<file path="config.mk">
export PLATFORM = sky130hd
export DESIGN_NAME = calc_sequencer
export DESIGN_NICKNAME = d
export VERILOG_FILES = /design/src/rtl/calc_sequencer.sv
export SDC_FILE = /design/constraint.sdc
export NUM_CORES = 1
export LEC_CHECK = 0
export BUFFER_PORTS_ARGS = -buffer_cell sky130_fd_sc_hd__buf_4
export CORE_MARGIN = 5
export CORE_UTILIZATION = 50
export DETAILED_ROUTE_END_ITERATION = 12
export GPL_TIMING_DRIVEN = 1
export PLACE_DENSITY = 0.88
export SLEW_MARGIN = 15
export SYNTH_ARGS = -nofsm -noshare
export SYNTH_HDL_FRONTEND = slang
export SYNTH_SLANG_ARGS = --single-unit
</file>
<file path="constraint.sdc">
create_clock -name clk -period 2.4 [get_ports clk]
set_input_delay 0.12 -clock clk [delete_from_list [all_inputs] [get_ports clk]]
set_output_delay 0.12 -clock clk [all_outputs]
set_load 0.03 [all_outputs]
</file>
<file path="src/rtl/calc_sequencer.sv">
// Sequencer for the cached-opcode calculator: round-robin loading of two
// opcode sources onto the calculator load port, then timed execute bursts.
module calc_sequencer #(
  parameter int DEPTH = 32,
  parameter int RUN_W = 8
) (
  input  logic             clk,
  input  logic             reset,
  input  logic             req0_valid,
  input  logic [2:0]       req0_op,
  input  logic [3:0]       req0_value,
  output logic             req0_ready,
  input  logic             req1_valid,
  input  logic [2:0]       req1_op,
  input  logic [3:0]       req1_value,
  output logic             req1_ready,
  input  logic             run_start,
  input  logic [RUN_W-1:0] run_cycles,
  input  logic             run_abort,
  output logic             calc_mode,
  output logic [2:0]       calc_opCode,
  output logic [3:0]       calc_value,
  output logic             cache_full,
  output logic [5:0]       load_count,
  output logic             busy,
  output logic             done,
  output logic             reject
);

  typedef enum logic {
    LOAD = 1'b0,
    RUN  = 1'b1
  } state_t;

  // The calculator stores every mode-0 cycle with a legal opcode, so the idle
  // bus must carry an illegal code.
  localparam logic [2:0] IDLE_OP    = 3'b111;
  localparam logic [5:0] FULL_COUNT = 6'(DEPTH);

  state_t           state_reg, state_next;
  logic             last_grant_reg, last_grant_next;
  logic [RUN_W-1:0] run_cnt_reg, run_cnt_next;
  logic [5:0]       count_reg, count_next;
  logic [2:0]       op_reg, op_next;
  logic [3:0]       value_reg, value_next;
  logic             done_reg, done_next;
  logic             reject_reg, reject_next;

  logic [1:0]       valid;
  logic [1:0][2:0]  req_op;
  logic [1:0][3:0]  req_value;
  logic [1:0]       ready;
  logic [1:0]       legal;
  logic             full;
  logic             accept_window;
  logic             grant_idx;
  logic [2:0]       sel_op;
  logic [3:0]       sel_value;
  logic             sel_legal;

  assign valid     = {req1_valid, req0_valid};
  assign req_op    = {req1_op, req0_op};
  assign req_value = {req1_value, req0_value};

  assign full          = (count_reg == FULL_COUNT);
  assign accept_window = (state_reg == LOAD) && !full && !run_start;

  // A requester wins alone, or on a tie when the other one was granted last.
  genvar gi;
  generate
    for (gi = 0; gi < 2; gi++) begin : g_req
      localparam logic OTHER = 1'(1 - gi);
      assign ready[gi] = accept_window && valid[gi] &&
                         (!valid[OTHER] || (last_grant_reg == OTHER));
      assign legal[gi] = (req_op[gi][1:0] != 2'b11);
    end
  endgenerate

  assign grant_idx = ready[1];
  assign sel_op    = req_op[grant_idx];
  assign sel_value = req_value[grant_idx];
  assign sel_legal = legal[grant_idx];

  always_ff @(posedge clk) begin
    if (!reset) begin
      state_reg      <= LOAD;
      last_grant_reg <= 1'b1;
      run_cnt_reg    <= '0;
      count_reg      <= '0;
      op_reg         <= IDLE_OP;
      value_reg      <= '0;
      done_reg       <= 1'b0;
      reject_reg     <= 1'b0;
    end else begin
      state_reg      <= state_next;
      last_grant_reg <= last_grant_next;
      run_cnt_reg    <= run_cnt_next;
      count_reg      <= count_next;
      op_reg         <= op_next;
      value_reg      <= value_next;
      done_reg       <= done_next;
      reject_reg     <= reject_next;
    end
  end

  always_comb begin
    state_next      = state_reg;
    last_grant_next = last_grant_reg;
    run_cnt_next    = run_cnt_reg;
    count_next      = count_reg;
    op_next         = IDLE_OP;
    value_next      = '0;
    done_next       = 1'b0;
    reject_next     = 1'b0;
    case (state_reg)
      LOAD: begin
        if (run_start) begin
          if ((count_reg == '0) || (run_cycles == '0)) begin
            done_next = 1'b1;
          end else begin
            state_next   = RUN;
            run_cnt_next = run_cycles;
          end
        end else if (|ready) begin
          last_grant_next = grant_idx;
          if (sel_legal) begin
            op_next    = sel_op;
            value_next = sel_value;
            count_next = count_reg + 6'd1;
          end else begin
            reject_next = 1'b1;
          end
        end
      end
      RUN: begin
        if (run_abort || (run_cnt_reg == RUN_W'(1))) begin
          state_next   = LOAD;
          run_cnt_next = '0;
          done_next    = 1'b1;
        end else begin
          run_cnt_next = run_cnt_reg - RUN_W'(1);
        end
      end
      default: state_next = LOAD;
    endcase
  end

  assign req0_ready  = ready[0];
  assign req1_ready  = ready[1];
  assign calc_mode   = (state_reg == RUN);
  assign calc_opCode = (state_reg == RUN) ? 3'b000 : op_reg;
  assign calc_value  = (state_reg == RUN) ? 4'b0000 : value_reg;
  assign cache_full  = full;
  assign load_count  = count_reg;
  assign busy        = (state_reg == RUN);
  assign done        = done_reg;
  assign reject      = reject_reg;

endmodule

</file>
==> summary.md <==
| Metric | Value |
|---|---|
| Post-Syn Instances | `179` |
| Routed wire length | `about 3900 um` |
| Mapped Area | `about 1500 um2` |
| Die width | `~65 um` |
| Outcome | `finished, final reports clean` |
| Unique masters post-synth | `between 40 and 50` |
| Routed wire per std cell | `roughly 15 um` |
| Nets | `258` |
| Sequential fraction of the synthesis area | `0.329` |
| Worst hold start | `req0_value[3]` |
| Layout Skew | `about 0.0052 ns` |
| Clock root cell | `clkbuf_4` |
| Number of flip-flops in the largest register | `8` |
| Reg2reg path depth | `6` |
| EDFF count, synth | `0` |
| Worst r2r dst | `op_reg[0]$_SDFF_PP1_` |
| Drt drc | `0` |
| Port-buffer cells | `47` |
| Max clock buf depth | `2` |
| GRT Util Overall | `0.191` |
| Antenna violations before repair | `0` |
| Reg2reg start | `load_count[0]$_SDFFE_PN0P_` |
| Syn_area_per_cell | `roughly 8.5 um2` |
| TritonRoute pass-1 iters | `4` |
| Number of global-route vias before repair | `1421` |
| Met1 GRT Util | `0.243` |
| Flop2flop setup slack | `0.19 ns` |
| Worst EP required | `between 2 and 2.5 ns` |
| Row Count | `20` |
| Syn_nets | `between 200 and 250` |
| Final Max Tran Viols | `0` |
| Seq cells post-synth | `25` |
| Primary FF master, synth | `dfxtp_1` |
| Syn. warnings | `0` |
| Startpoint Class | `flop` |
| Detailed placement HPWL | `between 3000 and 4000 um` |
| Tcrit/Tclk final | `0.925` |
| GP Congestion | `approximately 0.9` |
| Clock Latency Late Sink | `around 0.32 ns` |
| Max Fanout on Critical Path | `7` |
| Number of diodes | `0` |
| GRT Max-Usage Layer | `met2` |
| Kind of critical path | `flop to primary output` |
| Die height | `65.1 um` |
| First-pass GRT wire length | `6420 um` |
| Hold Path End | `value_reg[3]$_SDFF_PP0_` |
| Clock transition at path regs | `0.14 ns` |
| Crit end category | `primary output` |
| Peak VDD IR | `between 300 and 400 uV` |
| Via Count | `1529` |
| Endpoints failing setup | `0` |
| Die area | `4240 um2` |
| Routed Antenna Nets | `0` |
| Tightest Pin Transition | `0.753 ns` |
| Share of synthesized registers carrying an async set or reset | `0` |
| Met3 Use GR | `0.0393` |
| Pwr/cell area | `492 nW/um2` |
| Gr ovfl total | `0` |
| Unrepaired setup endpoints after global routing | `false` |
| Final hold vios | `0` |
| Io pins | `between 40 and 50` |
| CP startpoint | `load_count[0]$_SDFFE_PN0P_` |
| Lkg Pwr | `~0.00084 uW` |
| Worst Hold Class | `primary input to flop` |
| Core area | `2980 um2` |
| CTS tree | `done` |
| Num CTS Buffers | `3` |
| Worst hold slack | `0.0255 ns` |
| Max-cap check violation count | `0` |
| Initial core utilization | `0.511` |
| Area Growth Syn to Fin | `27.1%` |
| Initial DRC count | `between 100 and 150` |
| Worst hold stages | `3` |
| Critical path data arrival time | `~2.1 ns` |
| Fmax | `0.450 GHz` |
| Share of post-route cells with drive strength above 1 | `0.284` |
| Min Tclk post-route | `about 2.2 ns` |
| Post-CTS Setup Repair Bufs | `0` |
| Worst slew margin | `0.498` |
| Number of H-tree levels | `1` |
| Largest net degree at the start of global routing | `20` |
| Global-route track usage on met2 | `0.321` |
| Clock sinks | `25` |
| Setup_tns | `0 ns` |
| Vias per Instance | `5.93` |
routing by layer:
layer	vias up	wire (um)
met1	696	1760
met5	-	0
met4	0	59
met3	6	263
met2	63	1850
li1	764	-
worst max-delay path by stage:
stage                                 to  slack, ns  cells after the start
floorplan           op_reg[0]$_SDFF_PP1_       0.06                      7
CTS                           req1_ready       0.16                      6
finish                        req1_ready       0.18                      6
detailed placement  op_reg[1]$_SDFF_PP1_       0.20                      6
global placement    op_reg[0]$_SDFF_PP1_       0.25                      6
global route                  req1_ready       0.07                      6
per-stage QoR:
stage	total power [uW]	util	worst slack (ns)	cells	area [um2]
floorplan	663	-	0.0588	179	1520
global placement	761	0.637	0.251	253	1900
detailed placement	764	0.637	0.201	253	1900
CTS	958	0.649	0.163	258	1930
global route	1010	0.649	0.0732	258	1930
finish	951	0.649	0.180	258	1930
synth_stat cells (5+ instances only):
cell      instances  area, um2
nand3_1           5       25.0
nand2_1          10       37.5
nor3_1            5       25.0
nor2b_1          10       62.6
nor2_1           11       41.3
a21oi_1          11       55.1
clkbuf_1          8       30.0
dfxtp_1          25        500
or4_1             8       60.1
o21ai_0           7       35.0
mux2i_1           7       70.1
inv_1             9       33.8
timing repair:
| item | 4_1_cts | 5_1_grt |
|---|---|---|
| hold buffers | 1 | 0 |
| gates resized for setup | 0 | 0 |
| endpoints found under the hold margin | 1 | 0 |
cells in the final DEF (no fill, tap or decap), types with 2 or more instances in the layout:
cell and count:
buf_4 51, dfxtp_1 25, nor2_1 11, a21oi_1 11, nor2b_1 10, nand2_1 10, inv_1 9, or4_1 8
mux2i_1 7, o21ai_0 7, nor3_1 5, nand3_1 5, and3_1 4, or3_1 4, a32o_1 4, o22ai_1 4
ha_1 4, nor4b_1 3, nand2b_1 3, o31ai_1 3, clkbuf_4 3, a21o_1 2, mux2_4 2, o221ai_1 2
nand4_1 2, o211ai_1 2, o211a_1 2, xnor2_1 2
cells by family (layout without fill, tap and decap cells):
group,after synthesis,count (layout),synth area share
DFF,25,25,0.329
adders and majority gates,4,4,0.0329
buffers and inverters,19,65,0.0543
muxes,10,10,0.0733
and+or+nand+nor,72,72,0.277
AOI/OAI and AO/OA,47,47,0.222
xor gates and xnor gates,2,2,0.0115
worst max-delay path, cell delays in order, from the launching register on:
cell and delay (ns):
dfxtp_1 0.38, inv_1 0.07, ha_1 0.15, or4b_4 0.50, o2111a_1 0.32, buf_4 0.20, buf_4 0.17
cell type report:
type                       instances  area [um2]
sequential                        25         500
multi-input combinational        135         937
timing repair buffer              52         393
tap                               33        41.3
inverter                           9        33.8
fill                             255        1050
clock buffer                       4        26.3
report_power, final:
| part | internal [uW] | leakage [uW] | switching (uW) |
|---|---|---|---|
| clock network | 65.0 | 0.0000150 | 127 |
| logic | 141 | 0.000617 | 161 |
| registers | 437 | 0.000204 | 20.4 |
| total | 643 | 0.000835 | 308 |
Power figures use the tool's default switching activity.
